## src/rtl/timer_pkg.sv

```systemverilog
// Shared BCD types, constants and helpers for the timer blocks.
package timer_pkg;

    typedef logic [7:0] bcd2_t;

    localparam bcd2_t BCD_00 = 8'h00;
    localparam bcd2_t BCD_01 = 8'h01;
    localparam bcd2_t BCD_11 = 8'h11;
    localparam bcd2_t BCD_12 = 8'h12;
    localparam bcd2_t BCD_23 = 8'h23;
    localparam bcd2_t BCD_59 = 8'h59;

    // Both digits must be decimal; once they are, BCD order matches binary order.
    function automatic logic bcd_valid(bcd2_t v, bcd2_t max);
        return (v[7:4] <= 4'd9) && (v[3:0] <= 4'd9) && (v <= max);
    endfunction

    function automatic bcd2_t bcd_inc(bcd2_t v);
        bcd2_t r;
        if (v[3:0] == 4'd9) begin
            r = {v[7:4] + 4'd1, 4'd0};
        end else begin
            r = {v[7:4], v[3:0] + 4'd1};
        end
        return r;
    endfunction

endpackage

```

## src/rtl/bcd_wrap_counter.sv

```systemverilog
// Two-digit BCD counter running MIN..MAX; wrap flags the MAX->MIN step as the carry out.
module bcd_wrap_counter
    import timer_pkg::*;
#(
    parameter bcd2_t MIN = 8'h00,
    parameter bcd2_t MAX = 8'h59
) (
    input  logic       clk,
    input  logic       reset,
    input  logic       inc,
    input  logic       load,
    input  logic [7:0] load_val,
    output logic [7:0] q,
    output logic       wrap
);

    bcd2_t r_q;

    always_ff @(posedge clk or negedge reset) begin
        if (!reset) begin
            r_q <= MIN;
        end else if (load) begin
            r_q <= load_val;
        end else if (inc) begin
            r_q <= (r_q == MAX) ? MIN : bcd_inc(r_q);
        end
    end

    assign q    = r_q;
    assign wrap = inc && (r_q == MAX);

endmodule

```

## src/rtl/bcd_timekeeper.sv

```systemverilog
// BCD time-of-day counter: 12h/24h mode, seconds prescaler, validated load, day strobe.
// Optional alarm comparator enabled by defining TIMEKEEPER_ALARM_EN.
module bcd_timekeeper
    import timer_pkg::*;
#(
    parameter int MODE_24H = 0,
    parameter int TICK_DIV = 1,
    parameter int DIV_W    = $clog2(TICK_DIV) + 1
) (
    input  logic       clk,
    input  logic       reset,
    input  logic       ena,
    input  logic       load,
    input  logic [7:0] load_hh,
    input  logic [7:0] load_mm,
    input  logic [7:0] load_ss,
    input  logic       load_pm,
`ifdef TIMEKEEPER_ALARM_EN
    input  logic       alarm_set,
    input  logic [7:0] alarm_hh,
    input  logic [7:0] alarm_mm,
    input  logic       alarm_pm,
    input  logic       alarm_clr,
    output logic       alarm,
`endif
    output logic       load_ack,
    output logic       load_err,
    output logic [7:0] hh,
    output logic [7:0] mm,
    output logic [7:0] ss,
    output logic       pm,
    output logic       day_tick
);

    localparam bcd2_t            HH_RST   = (MODE_24H != 0) ? BCD_00 : BCD_12;
    localparam logic [DIV_W-1:0] DIV_LAST = DIV_W'(TICK_DIV - 1);

    logic [DIV_W-1:0] r_div;
    bcd2_t            r_hh;
    logic             r_pm;
    logic             r_day;
    logic             r_ack;
    logic             r_err;

    logic  w_hh_ok;
    logic  w_load_valid;
    logic  w_load_ok;
    logic  w_load_pm;
    logic  w_sec_adv;
    logic  w_adv;
    bcd2_t w_ss;
    bcd2_t w_mm;
    logic  w_ss_wrap;
    logic  w_mm_wrap;
    bcd2_t w_hh_next;
    logic  w_pm_next;
    logic  w_day_wrap;

    assign w_hh_ok      = (MODE_24H != 0) ? bcd_valid(load_hh, BCD_23)
                                          : (bcd_valid(load_hh, BCD_12) && (load_hh != BCD_00));
    assign w_load_valid = w_hh_ok && bcd_valid(load_mm, BCD_59) && bcd_valid(load_ss, BCD_59);
    assign w_load_ok    = load && w_load_valid;
    assign w_load_pm    = (MODE_24H != 0) ? (load_hh >= BCD_12) : load_pm;

    // A valid load takes precedence over a coincident one-second advance.
    assign w_sec_adv = ena && (r_div == DIV_LAST);
    assign w_adv     = w_sec_adv && !w_load_ok;

    always_ff @(posedge clk or negedge reset) begin
        if (!reset) begin
            r_div <= '0;
        end else if (w_load_ok) begin
            r_div <= '0;
        end else if (ena) begin
            r_div <= w_sec_adv ? '0 : r_div + DIV_W'(1);
        end
    end

    bcd_wrap_counter #(.MIN(BCD_00), .MAX(BCD_59)) u_ss (
        .clk      (clk),
        .reset    (reset),
        .inc      (w_adv),
        .load     (w_load_ok),
        .load_val (load_ss),
        .q        (w_ss),
        .wrap     (w_ss_wrap)
    );

    bcd_wrap_counter #(.MIN(BCD_00), .MAX(BCD_59)) u_mm (
        .clk      (clk),
        .reset    (reset),
        .inc      (w_ss_wrap),
        .load     (w_load_ok),
        .load_val (load_mm),
        .q        (w_mm),
        .wrap     (w_mm_wrap)
    );

    // In 12h mode pm flips entering 12, and only the PM->AM flip is midnight.
    always_comb begin
        w_hh_next  = r_hh;
        w_pm_next  = r_pm;
        w_day_wrap = 1'b0;
        if (MODE_24H != 0) begin
            if (r_hh == BCD_23) begin
                w_hh_next  = BCD_00;
                w_day_wrap = 1'b1;
            end else begin
                w_hh_next = bcd_inc(r_hh);
            end
            w_pm_next = (w_hh_next >= BCD_12);
        end else begin
            if (r_hh == BCD_11) begin
                w_hh_next  = BCD_12;
                w_pm_next  = !r_pm;
                w_day_wrap = r_pm;
            end else if (r_hh == BCD_12) begin
                w_hh_next = BCD_01;
            end else begin
                w_hh_next = bcd_inc(r_hh);
            end
        end
    end

    always_ff @(posedge clk or negedge reset) begin
        if (!reset) begin
            r_hh  <= HH_RST;
            r_pm  <= 1'b0;
            r_day <= 1'b0;
            r_ack <= 1'b0;
            r_err <= 1'b0;
        end else begin
            r_ack <= w_load_ok;
            r_err <= load && !w_load_valid;
            r_day <= 1'b0;
            if (w_load_ok) begin
                r_hh <= load_hh;
                r_pm <= w_load_pm;
            end else if (w_mm_wrap) begin
                r_hh  <= w_hh_next;
                r_pm  <= w_pm_next;
                r_day <= w_day_wrap;
            end
        end
    end

`ifdef TIMEKEEPER_ALARM_EN
    bcd2_t r_al_hh;
    bcd2_t r_al_mm;
    logic  r_al_pm;
    logic  r_alarm;
    bcd2_t w_mm_after;
    bcd2_t w_hh_after;
    logic  w_pm_after;
    logic  w_alarm_hit;

    // Match against the time this edge produces; ss wrapping implies counting, never a load.
    assign w_mm_after  = (w_mm == BCD_59) ? BCD_00 : bcd_inc(w_mm);
    assign w_hh_after  = w_mm_wrap ? w_hh_next : r_hh;
    assign w_pm_after  = w_mm_wrap ? w_pm_next : r_pm;
    assign w_alarm_hit = w_ss_wrap && (w_mm_after == r_al_mm) && (w_hh_after == r_al_hh)
                         && ((MODE_24H != 0) || (w_pm_after == r_al_pm));

    always_ff @(posedge clk or negedge reset) begin
        if (!reset) begin
            r_al_hh <= HH_RST;
            r_al_mm <= BCD_00;
            r_al_pm <= 1'b0;
            r_alarm <= 1'b0;
        end else begin
            if (alarm_set) begin
                r_al_hh <= alarm_hh;
                r_al_mm <= alarm_mm;
                r_al_pm <= alarm_pm;
            end
            if (w_alarm_hit) begin
                r_alarm <= 1'b1;
            end else if (alarm_clr) begin
                r_alarm <= 1'b0;
            end
        end
    end

    assign alarm = r_alarm;
`endif

    assign load_ack = r_ack;
    assign load_err = r_err;
    assign hh       = r_hh;
    assign mm       = w_mm;
    assign ss       = w_ss;
    assign pm       = r_pm;
    assign day_tick = r_day;

endmodule
```

## config.mk

```make
export PLATFORM = sky130hd
export DESIGN_NAME = bcd_timekeeper
export DESIGN_NICKNAME = d
export VERILOG_FILES = /design/src/rtl/timer_pkg.sv /design/src/rtl/bcd_wrap_counter.sv /design/src/rtl/bcd_timekeeper.sv
export SDC_FILE = /design/constraint.sdc
export NUM_CORES = 1
export LEC_CHECK = 0
export CAP_MARGIN = 20
export CORE_ASPECT_RATIO = 1.2
export CORE_UTILIZATION = 42
export DETAILED_ROUTE_END_ITERATION = 16
export PLACE_DENSITY = 0.74
export SYNTH_ARGS = -nofsm -noshare
export SYNTH_HDL_FRONTEND = slang
export SYNTH_HIERARCHICAL = 1
export SYNTH_SLANG_ARGS = --single-unit
```

## constraint.sdc

```tcl
create_clock -name clk -period 2.8 [get_ports clk]
set_input_delay 0.84 -clock clk [delete_from_list [all_inputs] [get_ports clk]]
set_output_delay 0.84 -clock clk [all_outputs]
set_load 0.02 [all_outputs]
```

==> results of run 1 <==
-- layer usage --
| metal | global-route usage, % | up-vias | wire [µm] |
|---|---|---|---|
| li1 | - | 995 | - |
| met1 | 28.9 | 986 | 2460 |
| met2 | 39.7 | 65 | 3030 |
| met3 | 5.03 | 14 | 226 |
| met4 | 6.17 | 0 | 148 |
| met5 | 0 | - | 0 |
-- kinds of logic (layout without fill, tap and decap cells) --
family | after synthesis | after routing | synth area share (%)
multiplexers | 13 | 13 | 6.94
buffers and inverters | 22 | 118 | 5.08
flip-flops | 29 | 29 | 34.8
AND/OR/NAND/NOR | 74 | 74 | 25.1
XOR/XNOR | 5 | 5 | 2.09
AO/OA/AOI/OAI | 63 | 63 | 20.0
adder cells (fa/ha/maj) | 10 | 10 | 5.98
-- worst max-delay path: cells and delay by family --
kind	cells	cell delay [ps]
AO/OA/AOI/OAI	2	210
buffers and inverters	3	340
multiplexers	2	480
AND/OR/NAND/NOR	8	1350
-- Yosys cell counts (all sizes together), types with 3 or more instances --
master | instances | area share [%]
a21oi | 22 | 5.3
mux2i | 7 | 3.3
inv | 13 | 2.3
and4b | 4 | 2.1
nor2 | 6 | 1.1
nand4b | 4 | 2.4
ha | 10 | 6.0
nor2b | 12 | 3.6
mux2 | 6 | 3.6
buf | 7 | 2.4
nor4 | 3 | 1.6
a21boi | 4 | 1.4
dfrtp | 27 | 32
o21ai | 15 | 3.6
a211oi | 3 | 1.3
nor3 | 7 | 1.7
nand3b | 6 | 2.2
xnor2 | 3 | 1.3
nor3b | 3 | 1.1
o22ai | 3 | 1.2
nand2 | 9 | 1.6
nand3 | 8 | 1.9
-- stage by stage --
stage,cell area [µm²],hold slack (ps),utilization [%]
floorplan,2130,544,-
global placement,2940,572,62.7
detailed placement,2940,588,62.7
CTS,3180,593,67.7
global route,3250,629,69.2
finish,3250,604,69.2
-- sequential cells by signal, summed over array words and instances, names as in the netlist --
name      count
hh            8
u_mm/q        8
u_ss/q        8
day_tick      1
load_ack      1
load_err      1
pm            1
r_div         1
-- worst max-delay path by stage --
stage	from	to	cells past startpoint
global placement	load_hh[1]	hh[5]$_DFFE_PN0P_	12
CTS	load_hh[2]	hh[4]$_DFFE_PN1P_	13
global route	load_hh[2]	hh[3]$_DFFE_PN0P_	15
floorplan	load_hh[4]	pm$_DFFE_PN0P_	14
detailed placement	load_hh[1]	hh[5]$_DFFE_PN0P_	12
finish	load_hh[2]	hh[3]$_DFFE_PN0P_	15
-- power by group --
| part | switching [mW] | leakage [nW] | internal, mW |
|---|---|---|---|
| Clock | 0.162 | 0.0585 | 0.290 |
| Sequential | 0.100 | 0.365 | 0.486 |
| Combinational | 0.265 | 0.993 | 0.302 |
| Total | 0.527 | 1.42 | 1.08 |
-- layout by cell type (no fill, tap or decap), types with 3 or more instances in the layout --
| master | synthesis | layout |
|---|---|---|
| and4b_1 | 3 | 3 |
| nor2_1 | 6 | 4 |
| o21ai_0 | 15 | 11 |
| nand3b_1 | 6 | 6 |
| nand3_1 | 8 | 6 |
| nand2_1 | 9 | 8 |
| dfrtp_1 | 27 | 27 |
| inv_1 | 13 | 12 |
| a21oi_1 | 22 | 20 |
| a21boi_0 | 4 | 4 |
| clkbuf_8 | 0 | 6 |
| buf_6 | 2 | 9 |
| xnor2_1 | 3 | 3 |
| nor2b_1 | 12 | 12 |
| dlygate4sd2_1 | 0 | 7 |
| clkdlybuf4s50_1 | 0 | 34 |
| clkdlybuf4s15_1 | 0 | 4 |
| clkbuf_2 | 0 | 3 |
| nor3_1 | 7 | 5 |
| buf_4 | 1 | 33 |
| mux2_4 | 2 | 4 |
| ha_1 | 10 | 10 |
| nand4b_1 | 3 | 3 |
| mux2i_1 | 7 | 6 |
-- layout make-up --
cell class              instances  area (µm²)
fillers                       347        1450
multi-input cells             165        1390
repair buffers                 97         891
flip-flops and latches         29         728
clock buffers                   7        86.3
well taps                      58        72.6
inverters                      13        48.8
clock inverters                 1        30.0
-- timing repair --
action	in CTS	in global routing
setup endpoints to repair	18	16
gates resized for setup	56	38
buffers inserted	13	4
pin swaps	19	17
==> impl_results.md, run 1 <==
* Initial Util at between 40% and 50%
* Die area at between 5000 and 6000 µm²
* Grt ovf at 0
* Total wire length at 5.86 mm
* Share of cells above drive strength 1 at 30.4%
* Wire per inst at 15.8 µm
* Leak at 1.42 nW
* CTS tree: done
* Power Dens Cells at just under 500 nW/µm²
* Global-route wire length before repair at 9.37 mm
* CTS root buf: clkbuf_8
* Post-Syn Nets at ~260
* EDFF count, synth at 0
* Area growth from synthesis to final layout at 55.3%
* Max stage delay cell, worst path: mux2_4
* Peak supply drop at 0.324 mV
* Detail-routed via count per cell at about 5.6
* Critical Path Max Stage Delay at around 280 ps
* Clk_lat worst skew at 280 ps
* Fin crit share at 109%
* N_diodes at 0
* Worst r2r src: u_ss/q[0]$_DFFE_PN0P_
* Pwr Total at roughly 1.6 mW
* Max Clk Rate at 327 MHz
* DRC viols at 0
* Core area at 4700 µm²
* Pre-CTS WS at -1110 ps
* Hold_buf cts at 0
* WP data arrival at 3220 ps
* Crit start category: input port
* Non-filler instance count after layout at 370
* Hold_sp: r_div$_DFFE_PN0P_
* # port buffers at 56
* Final hold vios at 0
* Total GRT Usage at between 20% and 30%
* Hold Crit Class: flip-flop to flip-flop
* Ys flop type: dfrtp_1
* Hold path cells at 1
* Worst hold endpoint: r_div$_DFFE_PN0P_
* FP Rows at 27
* Setup Viol. Count Final at 9
* Clk sinks at 29
* Worst setup path class: input port to flip-flop
* Final setup margin at -260 ps
* Synth Area per Inst at between 9 and 10 µm²
* Antenna Nets Post-Route at 0
* Die Y at 79.3 µm
* Crit path max fanout at 5
* RSZ-0062 raised after global routing: true
* Max-cap violation count at 0
* Worst-margin pin slew at roughly 630 ps
* TNS Setup at -1480 ps
* Final period demand of the worst path at 3060 ps
* Via count at about 2100
* Clock-pin slew on the worst setup and hold paths at 60 ps
* Reg2reg end: hh[3]$_DFFE_PN0P_
* Initial antenna violation count at 0
* Seq/Total Area, Yosys at 34.8%
* Number of H-tree levels at 2
* Slack of the worst reg-to-reg path at 360 ps
* Vias in the first global route at ~2000
* Failing checks: negative setup slack
* Hpwl dp at approximately 4.1 mm
* Cell breakdown of the critical path: buf_8, nor3_4, mux2_4, nor4_4, nor3b_4, and4b_1, and2_4, nand4b_1, nor2_4, buf_6, buf_6, nand2_2, a21oi_2, o2bb2ai_2, mux2_4
* CTS Buf Count at 5
* DRT Pass-1 Iters at 4
* Layout net count at between 300 and 400
* Cells after Synth at 216
* Critical Path RT at 2960 ps
* Maximum clock path buffer count at 2
* Synth warnings at 6
* Top-Level Pins at 57
* Dpl cells at 351
* Crit end category: flip-flop
* Pins Over Slew Limit at 0
* Placer congestion estimate at ~0.86
* FF-to-FF path depth at 11
* Mapped Area at 2090 µm²
* Worst Skew at 6.61 ps
* Post-synthesis cell type count at 55
* Largest net degree at the start of global routing at 20
* X dimension of the die at 66.4 µm
* Slew headroom at 57.7%
* Post-synth ARST share at 100%
* Register bit total from synthesis at 29
* Status: finished with violations
* DRT iter0 DRCs at ~180
No activity file was read; power rests on OpenSTA's default activity.
==> run 2, diff against run 1 <==
- ABC_AREA: not set -> 1
==> run 2 against run 1 <==
  * The flow now finishes without violations
  * Largest power group unchanged
  * Synthesized area grew 0.84%
  * Register-to-register slack gained 530 ps
  * Synthesized cell count grew 32%
  * Utilization shrank 5.1 points
  * First-iteration DRC count shrank 35%
  * Sequential share of layout area grew 1.8 points
  * Maximum frequency grew 17%
  * Hold slack lost 110 ps
==> impl_results.md, run 2 <==
* Status: complete, no violations
* Via count at ~2100
* Vias in the first global route at 2046
* Register bit total from synthesis at 29
* Grt ovf at 0
* Pins Over Slew Limit at 0
* Fin crit share at 93.0%
* CTS root buf: clkbuf_8
* Seq/Total Area, Yosys at 34.5%
* Worst setup path class: input port to flip-flop
* CTS tree: done
* Post-Syn Nets at 325
* Clk sinks at 29
* Antenna Nets Post-Route at 0
* Peak supply drop at 0.292 mV
* Die Y at 79.6 µm
* EDFF count, synth at 0
* # fillers at 430
* Hold Crit Class: flip-flop to flip-flop
* Placement Cell Area at slightly below 3000 µm²
* Slack of the worst reg-to-reg path at 890 ps
* Cells after Synth at 286
* Max Clk Rate at approximately 380 MHz
* Hold_sp: r_div$_DFFE_PN0P_
* Setup Viol. Count Final at 0
* WP data arrival at 2770 ps
* Hpwl dp at approximately 4.2 mm
* Layout net count at a little over 400
* Worst Skew at roughly 7.2 ps
* DRC viols at 0
* Area growth from synthesis to final layout at 42.7%
* Total wire length at 5.34 mm
* N_diodes at 0
* Crit end category: flip-flop
* Reg2reg end: hh[0]$_DFFE_PN0P_
* Hold path cells at 2
* Number of H-tree levels at 2
* Initial antenna violation count at 0
* Postcts setup bufs at 0
* FP Rows at 27
* Share of cells above drive strength 1 at 16.4%
* Max-cap violation count at 0
* Synth cell count leaders: nand2_1 (58), inv_1 (44), nor2_1 (31)
* Worst-margin pin slew at 373 ps
* RSZ-0062 raised after global routing: false
* # port buffers at 56
* Crit start category: input port
* Final period demand of the worst path at 2600 ps
* Post-synth ARST share at 100%
* Area contributors post-synth: dfrtp_1 (32%), nand2_1 (10%), inv_1 (7.8%)
* Worst hold endpoint: r_div$_DFFE_PN0P_
* FF-to-FF path depth at 10
* Top-Level Pins at 57
* Fin area at 3010 µm²
* Largest net degree at the start of global routing at 30
* X dimension of the die at roughly 67 µm
* Int Pwr at 943 µW
* Crit path max fanout at 2
* Wire per inst at 12.4 µm
* Switching share of power at 37.6%
* Placer congestion estimate at 0.880
* Die area at 5310 µm²
* CTS Buf Count at 5
* Worst r2r src: u_ss/q[4]$_DFFE_PN0P_
* Clk_lat worst skew at between 200 and 300 ps
* Comb power frac at 38.3%
* Leak at about 1.5 nW
* Clock-pin slew on the worst setup and hold paths at 60 ps
* Mapped Area at ~2100 µm²
* Initial Util at 44.9%
* Largest area contributor in the netlist: dfrtp_1
* Net Sw Power at about 570 µW
* Clock Power Share at between 20% and 30%
* Final hold vios at 0
* Fin Hold WS at 492 ps
* Slew headroom at 75.1%
* Maximum clock path buffer count at 2
* Ys flop type: dfrtp_1
* Total GRT Usage at 22.0%
* Synth top area share at 32.0%
* Power Dens Cells at 502 nW/µm²
* Critical Path RT at 2960 ps
* Post-synthesis cell type count at 33
* Most common cell after layout, fill and taps aside: nand2_1
* FF/Latch Area at 728 µm²
* Core area at 4700 µm²
* DRT Pass-1 Iters at 4
* Highest-count cells in the layout ignoring fill and taps: nand2_1 (58), clkdlybuf4s50_1 (53), inv_1 (44)
* Footprint of the multi-input gates at 1190 µm²
* Detail-routed via count per cell at 4.99
* DRT iter0 DRCs at 118
* Seq pwr share at around 40%
* Global-route wire length before repair at 8.95 mm
* Synth warnings at 6
* Synth Area per Inst at 7.38 µm²
* Top-count cell post-synth: nand2_1
* Hold_buf cts at 0
==> run 2: cell types whose count changed after synthesis, moves of 5 or more <==
cell and change:
o21ai_1 +7, nand2_2 +6, nand4_1 +6, inv_1 +31, mux2i_1 -7, xor2_1 +5, o21ai_0 -6, nor2b_1 -12
nor2_1 +25, a22oi_1 +6, nand2_1 +49, nand3_1 +22, a21oi_1 -16
==> run 2: final cells by class <==
class	instances	share of cell area, %
clock buffers	6	2.41
well taps	58	2.41
flip-flops and latches	29	24.2
multi-input cells	206	39.6
inverters	48	5.99
clock inverters	2	0.333
repair buffers	81	25.1
==> run 2: worst max-delay path, stage by stage <==
cell and delay, ps:
clkdlybuf4s50_1 480, nand2_1 90, nand2_1 80, nor2_1 50, nand2_1 70, nor2_2 40
nand3_2 60, nand2_1 50, inv_1 70, inv_1 60, nor3_2 200, inv_1 90
nor3_2 130, buf_4 150, xnor2_1 120, nand2_1 70, o21ai_0 70, inv_1 60
==> run 2: logic make-up after synthesis <==
| kind of cell | share of synthesized area (%) |
|---|---|
| adder cells (fa/ha/maj) | 5.93 |
| XOR/XNOR | 3.74 |
| AO/OA/AOI/OAI | 10.3 |
| AND/OR/NAND/NOR | 35.5 |
| buffers and inverters | 9.96 |
| flip-flops | 34.5 |
==> run 2: per-layer routing <==
metal	global-route usage (%)	wire length (µm)
met5	0	0
met2	39.6	2810
met4	6.38	69
met3	3.29	184
met1	26.4	2280
==> run 2: what timing repair did <==
action,CTS,global route
pin swaps,0,1
gates cloned,0,0
setup endpoints to repair,6,13
resized for setup,1,6
==> run 2: power by group through the flow <==
stage	combinational [mW]	sequential (mW)	clock (mW)
2_1_floorplan	0.228	0.678	0
3_3_place_gp	0.561	0.610	0
3_5_place_dp	0.577	0.613	0
4_1_cts	0.581	0.606	0.338
5_1_grt	0.629	0.622	0.359
6_report	0.579	0.606	0.328
==> run 2: how the worst max path moves through the flow <==
stage,startpoint,end,slack [ps],depth (start not counted)
after floorplan,load_hh[4],hh[2]$_DFFE_PN0P_,30,17
after global placement,load_hh[4],hh[6]$_DFFE_PN0P_,-210,17
after detailed placement,load_hh[4],hh[5]$_DFFE_PN0P_,-310,17
after CTS,load_hh[4],hh[5]$_DFFE_PN0P_,30,17
after global routing,load_hh[7],hh[0]$_DFFE_PN0P_,30,18
final,load_ss[6],hh[0]$_DFFE_PN0P_,200,18
==> run 2: metrics by stage <==
stage	total power, mW	util [%]	instances	setup TNS, ps	setup WS [ps]
after floorplan	0.907	-	286	0	30.3
after global placement	1.17	61.9	422	-2530	-207
after detailed placement	1.19	61.9	422	-4270	-310
after CTS	1.52	63.7	430	0	34.6
after global routing	1.61	64.1	430	0	25.3
final	1.51	64.1	430	0	195
==> run 3, diff against run 2 <==
- CELL_PAD_IN_SITES_DETAIL_PLACEMENT: not set -> 0
- CELL_PAD_IN_SITES_GLOBAL_PLACEMENT: not set -> 1
- CORE_UTILIZATION: 42 -> 31
- PLACE_DENSITY: 0.74 -> not set
- PLACE_DENSITY_LB_ADDON: not set -> 0.1
==> run 3 against run 2 <==
  * Via count fell by 0.98%
  * Global-route usage shrank 4.5 points
  * Count of clock-buffer cells in the layout grew 1
  * Combinational power fell by 0.9%
  * Sequential power about the same
  * Maximum frequency fell by 0.25%
  * Non-clock buffer count rose by 7
  * Clock power grew 20%
  * Power grew 4.2%
  * Critical path type unchanged
==> impl_results.md, run 3 (same netlist as run 2, synthesis figures left out) <==
* CTS tree: done
* Vias in the first global route at 2003
* Pins Over Slew Limit at 0
* Switching share of power at 36.8%
* Net Sw Power at 579 µW
* CTS Buf Count at 5
* Pwr Total at 1.58 mW
* Global-route wire length before repair at 9.65 mm
* Clock Power Share at 25.1%
* Number of H-tree levels at 2
* Worst setup path class: input port to flip-flop
* DRC viols at 0
* Comb power frac at 36.5%
* Setup Viol. Count Final at 0
* Via count at 2125
* Area growth from synthesis to final layout at 47.7%
* Crit start category: input port
* Clock-pin slew on the worst setup and hold paths at ~70 ps
* Final hold vios at 0
* Seq pwr share at 38.5%
* Detail-routed via count per cell at 4.58
* CTS root buf: clkbuf_8
* Peak supply drop at 0.300 mV
* Share of cells above drive strength 1 at 18.5%
* Status: complete, no violations
* Max-cap violation count at 0
* Die area at 7140 µm²
* Critical Path RT at between 2000 and 3000 ps
* DRT iter0 DRCs at 53
* X dimension of the die at around 77 µm
* Total wire length at 5.83 mm
* Antenna Nets Post-Route at 0
* Wire per inst at 12.6 µm
* Leak at 1.54 nW
* Hpwl dp at between 4 and 5 mm
* Clk sinks at 29
* N_diodes at 0
* Grt ovf at 0
* FP Rows at 32
* Largest net degree at the start of global routing at 30
* Initial Util at between 30 and 40%
* Max Clk Rate at 383 MHz
* Final setup margin at ~190 ps
* WP data arrival at 2770 ps
* Worst Skew at around 7.3 ps
* Most common cell after layout, fill and taps aside: nand2_1
* Top-Level Pins at 57
* Crit path max fanout at 11
* Initial antenna violation count at 0
* Maximum clock path buffer count at 2
* Fin crit share at 93.3%
* Final period demand of the worst path at 2610 ps
* Die Y at just over 90 µm
* Highest-count cells in the layout ignoring fill and taps: nand2_1 (58), clkdlybuf4s50_1 (53), inv_1 (42)
* Finished Core Util at 48.1%
* Postcts setup bufs at 0
* # port buffers at between 50 and 60
* Worst-margin pin slew at about 420 ps
* Hold Crit Class: flip-flop to flip-flop
* Crit end category: flip-flop
* RSZ-0062 raised after global routing: false
* Power Dens Cells at 505 nW/µm²
* Clk_lat worst skew at 280 ps
* Layout net count at between 400 and 500
* Int Pwr at 996 µW
* Core area at 6490 µm²
* Placer congestion estimate at about 0.8
* Pre-CTS WS at -393 ps
* DRT Pass-1 Iters at 4
* Total GRT Usage at 17.5%
* Slew headroom at 72.2%
## run 3: cell count changes in the layout (fill, tap and decap cells not counted)
| cell | previous run | this run |
|---|---|---|
| nor3_4 | 0 | 1 |
| clkinv_2 | 2 | 1 |
| clkbuf_1 | 1 | 0 |
| inv_2 | 4 | 6 |
| inv_1 | 44 | 42 |
| buf_4 | 25 | 32 |
| clkbuf_8 | 5 | 7 |
| nor3_1 | 3 | 4 |
| nor3_2 | 4 | 2 |
## run 3: timing repair
action,in CTS,in global routing
pin swaps,0,3
endpoints found under the setup margin,9,20
gates resized for setup,2,7
hold buffers,0,0
## run 3: per-stage QoR
stage	hold slack, ps	std cells	area (µm²)	setup TNS [ps]
after floorplan	463	286	2110	0
after global placement	477	456	2990	-4090
after detailed placement	490	456	2990	-5480
after CTS	509	464	3100	0
after global routing	542	464	3120	0
final	499	464	3120	0
## run 3: critical path, cell delays in order
cell,delay (ps)
clkdlybuf4s50_1,440
nor3_1,310
nand2_1,80
nor2_1,150
nand3_2,100
buf_4,210
inv_2,130
inv_2,80
nand2_2,90
inv_1,80
a22oi_1,150
o21ai_0,100
## run 3: worst paths after layout
kind	from	to	slack, ps	cells after the start
min reg2reg	r_div$_DFFE_PN0P_	r_div$_DFFE_PN0P_	500	2
max	load_mm[7]	u_mm/q[1]$_DFFE_PN0P_	190	12
max reg2reg	u_ss/q[4]$_DFFE_PN0P_	hh[3]$_DFFE_PN0P_	870	10
max in group asynchronous	reset	hh[1]$_DFFE_PN1P_	1500	2
min in group asynchronous	reset	u_ss/q[7]$_DFFE_PN0P_	960	2
min	r_div$_DFFE_PN0P_	r_div$_DFFE_PN0P_	500	2
## run 3: power groups by stage
stage	clock, mW	combinational, mW	sequential, mW
after global routing	0.434	0.628	0.625
after floorplan	0	0.228	0.678
after CTS	0.412	0.583	0.608
after detailed placement	0	0.580	0.615
final	0.395	0.574	0.606
after global placement	0	0.576	0.614
## run 3: final cells by class
cell class	instances	area, µm²
fill	693	3370
tap	85	106
clock inverter	1	5.00
inverter	48	180
multi-input combinational	206	1190
timing repair buffer	88	808
clock buffer	7	96.3
sequential	29	728
## run 3: routing by layer
| metal | track usage, % | part of all wire, % |
|---|---|---|
| met1 | 21.9 | 47 |
| met4 | 5.66 | 1.3 |
| met5 | 0 | 0 |
| met2 | 29.9 | 47 |
| met3 | 3.45 | 4.1 |
==> RTL edit (flow settings as in run 2) <==
Set the parameter `MODE_24H` to 1 (it was 0).
--- a/src/rtl/bcd_timekeeper.sv
+++ b/src/rtl/bcd_timekeeper.sv
@@ -5,3 +5,3 @@
 #(
-    parameter int MODE_24H = 0,
+    parameter int MODE_24H = 1,
     parameter int TICK_DIV = 1,
Function: changed (Yosys sat finds a counterexample within 4 cycles, from zero or initial values and one cycle with reset low).
==> RTL edit against run 2 <==
Sequential power rose by 5.4%; worst hold slack better by 0.83 ps; combinational power increased by 13%; via count grew 1.1%; total power up 9.0%; wire length down 1.8%; count of clock-buffer cells in the layout grew 1; largest cell class unchanged; setup slack improved by 46 ps; area after synthesis up 1.5%; critical path depth decreased by 3; sequential cell count stayed put; non-clock buffer count fell by 7; design area shrank 0.83%.
==> RTL edit: results (changes against run 2) <==
status=finished clean (unchanged); Adder-Cell Fraction of Synth Area=0.0701 (was 0.0593); Seq/Total Area, Yosys=0.339 (was 0.345); vias in the first global route=2073 (was 2046); WL/cell=12.2 um (was 12.4 um); # diodes=0 (unchanged); initial DRC count=129 (was 118); placed insts=424 (was 422); VDD IR max=0.442 mV (was 0.292 mV); clk root buf=clkbuf_8 (unchanged); worst slack, placed=-315 ps (was -310 ps); syn_nets=334 (was 325); I/O Buffers=55 (was 56); final wirelength=5.25 mm (was 5.34 mm); first-pass GRT wire length=9.02 mm (was 8.95 mm); Post-synth EDFFs=0 (unchanged); Mapped Cells=293 (was 286); Synth Area in Compound Gates=0.0941 (was 0.103); GRT Overall Usage=0.219 (was 0.220); Crit path arrival time=2780 ps (was 2770 ps); Worst Hold Depth=2 (unchanged); critical path's slowest cell=clkdlybuf4s50_1 (unchanged); setup bufs post-CTS=0 (unchanged); most frequent cells after synthesis=66 x nand2_1, 42 x inv_1, 35 x nand3_1 (was 58 x nand2_1, 44 x inv_1, 31 x nor2_1); fillers=470 (was 430); share of cells above drive strength 1=0.151 (was 0.164); skew final=6.82 ps (was 7.22 ps); R2R setup slack=870 ps (was 890 ps); Post-DP HPWL=3.99 mm (was 4.23 mm); Worst Tran Pin Value=391 ps (was 373 ps); via count=2169 (was 2146); gpl congestion=0.833 (was 0.880); largest cells by area after synthesis=dfrtp_1 34%, nand2_1 12%, nand3_1 8.2% (was dfrtp_1 32%, nand2_1 10%, inv_1 7.8%); most frequent cell after synthesis=nand2_1 (unchanged); Critical Path Fanout Max=3 (was 2); Layout Nets=412 (was 410); CTS Buf Count=5 (unchanged); leakage power=0.00148 uW (was 0.00149 uW); Worst path max stage delay=520 ps (was 480 ps); cell area after placement=2880 sq um (was 2910 sq um); number of distinct library cells after synthesis=31 (was 33); XOR/XNOR share of the synthesized area=0.0245 (was 0.0374); R2R Path End=day_tick$_DFF_PN0_ (was hh[0]$_DFFE_PN0P_); r2r worst-path depth=9 (was 10)
[RTL edit: routing by layer]
layer	track usage	share of wire	wire [um]
met1	0.261	0.43	2240
met2	0.378	0.50	2650
met3	0.0469	0.049	255
met4	0.0766	0.019	100
met5	0	0	0
[RTL edit: through the flow]
| stage | util | hold WS [ps] | power, uW |
|---|---|---|---|
| finish | 0.609 | 493 | 1650 |
| global route | 0.609 | 526 | 1760 |
| CTS | 0.606 | 499 | 1660 |
| detailed placement | 0.587 | 484 | 1300 |
| global placement | 0.587 | 481 | 1280 |
| floorplan | - | 463 | 993 |
[RTL edit: worst max-delay path: cells and delay by family]
| kind | cells | cell delay [ps] |
|---|---|---|
| buffers and inverters | 7 | 990 |
| AO/OA/AOI/OAI | 1 | 80 |
| AND/OR/NAND/NOR | 7 | 870 |
[RTL edit: how the worst max path moves through the flow]
stage / startpoint / to / slack (ps) / depth (start not counted)
global placement: load_mm[1] / hh[3]$_DFFE_PN0P_ / -300 / 17
floorplan: load_ss[6] / hh[3]$_DFFE_PN0P_ / 4 / 18
finish: load_hh[4] / day_tick$_DFF_PN0_ / 240 / 15
detailed placement: load_mm[7] / hh[3]$_DFFE_PN0P_ / -310 / 19
CTS: load_hh[3] / hh[1]$_DFFE_PN0P_ / 20 / 17
global route: load_ss[5] / hh[5]$_DFFE_PN0P_ / 30 / 19
[RTL edit: cell type report]
type	count	share of cell area
multi-input cells	214	0.408
flip-flops and latches	29	0.243
repair buffers	74	0.234
inverters	47	0.0608
clock buffers	7	0.0289
well taps	60	0.0251
[RTL edit: where the power goes]
| group | internal [uW] | leakage, uW | switching [uW] |
|---|---|---|---|
| Sequential | 502 | 0.000369 | 137 |
| Clock | 195 | 0.0000443 | 158 |
| Combinational | 315 | 0.00107 | 342 |
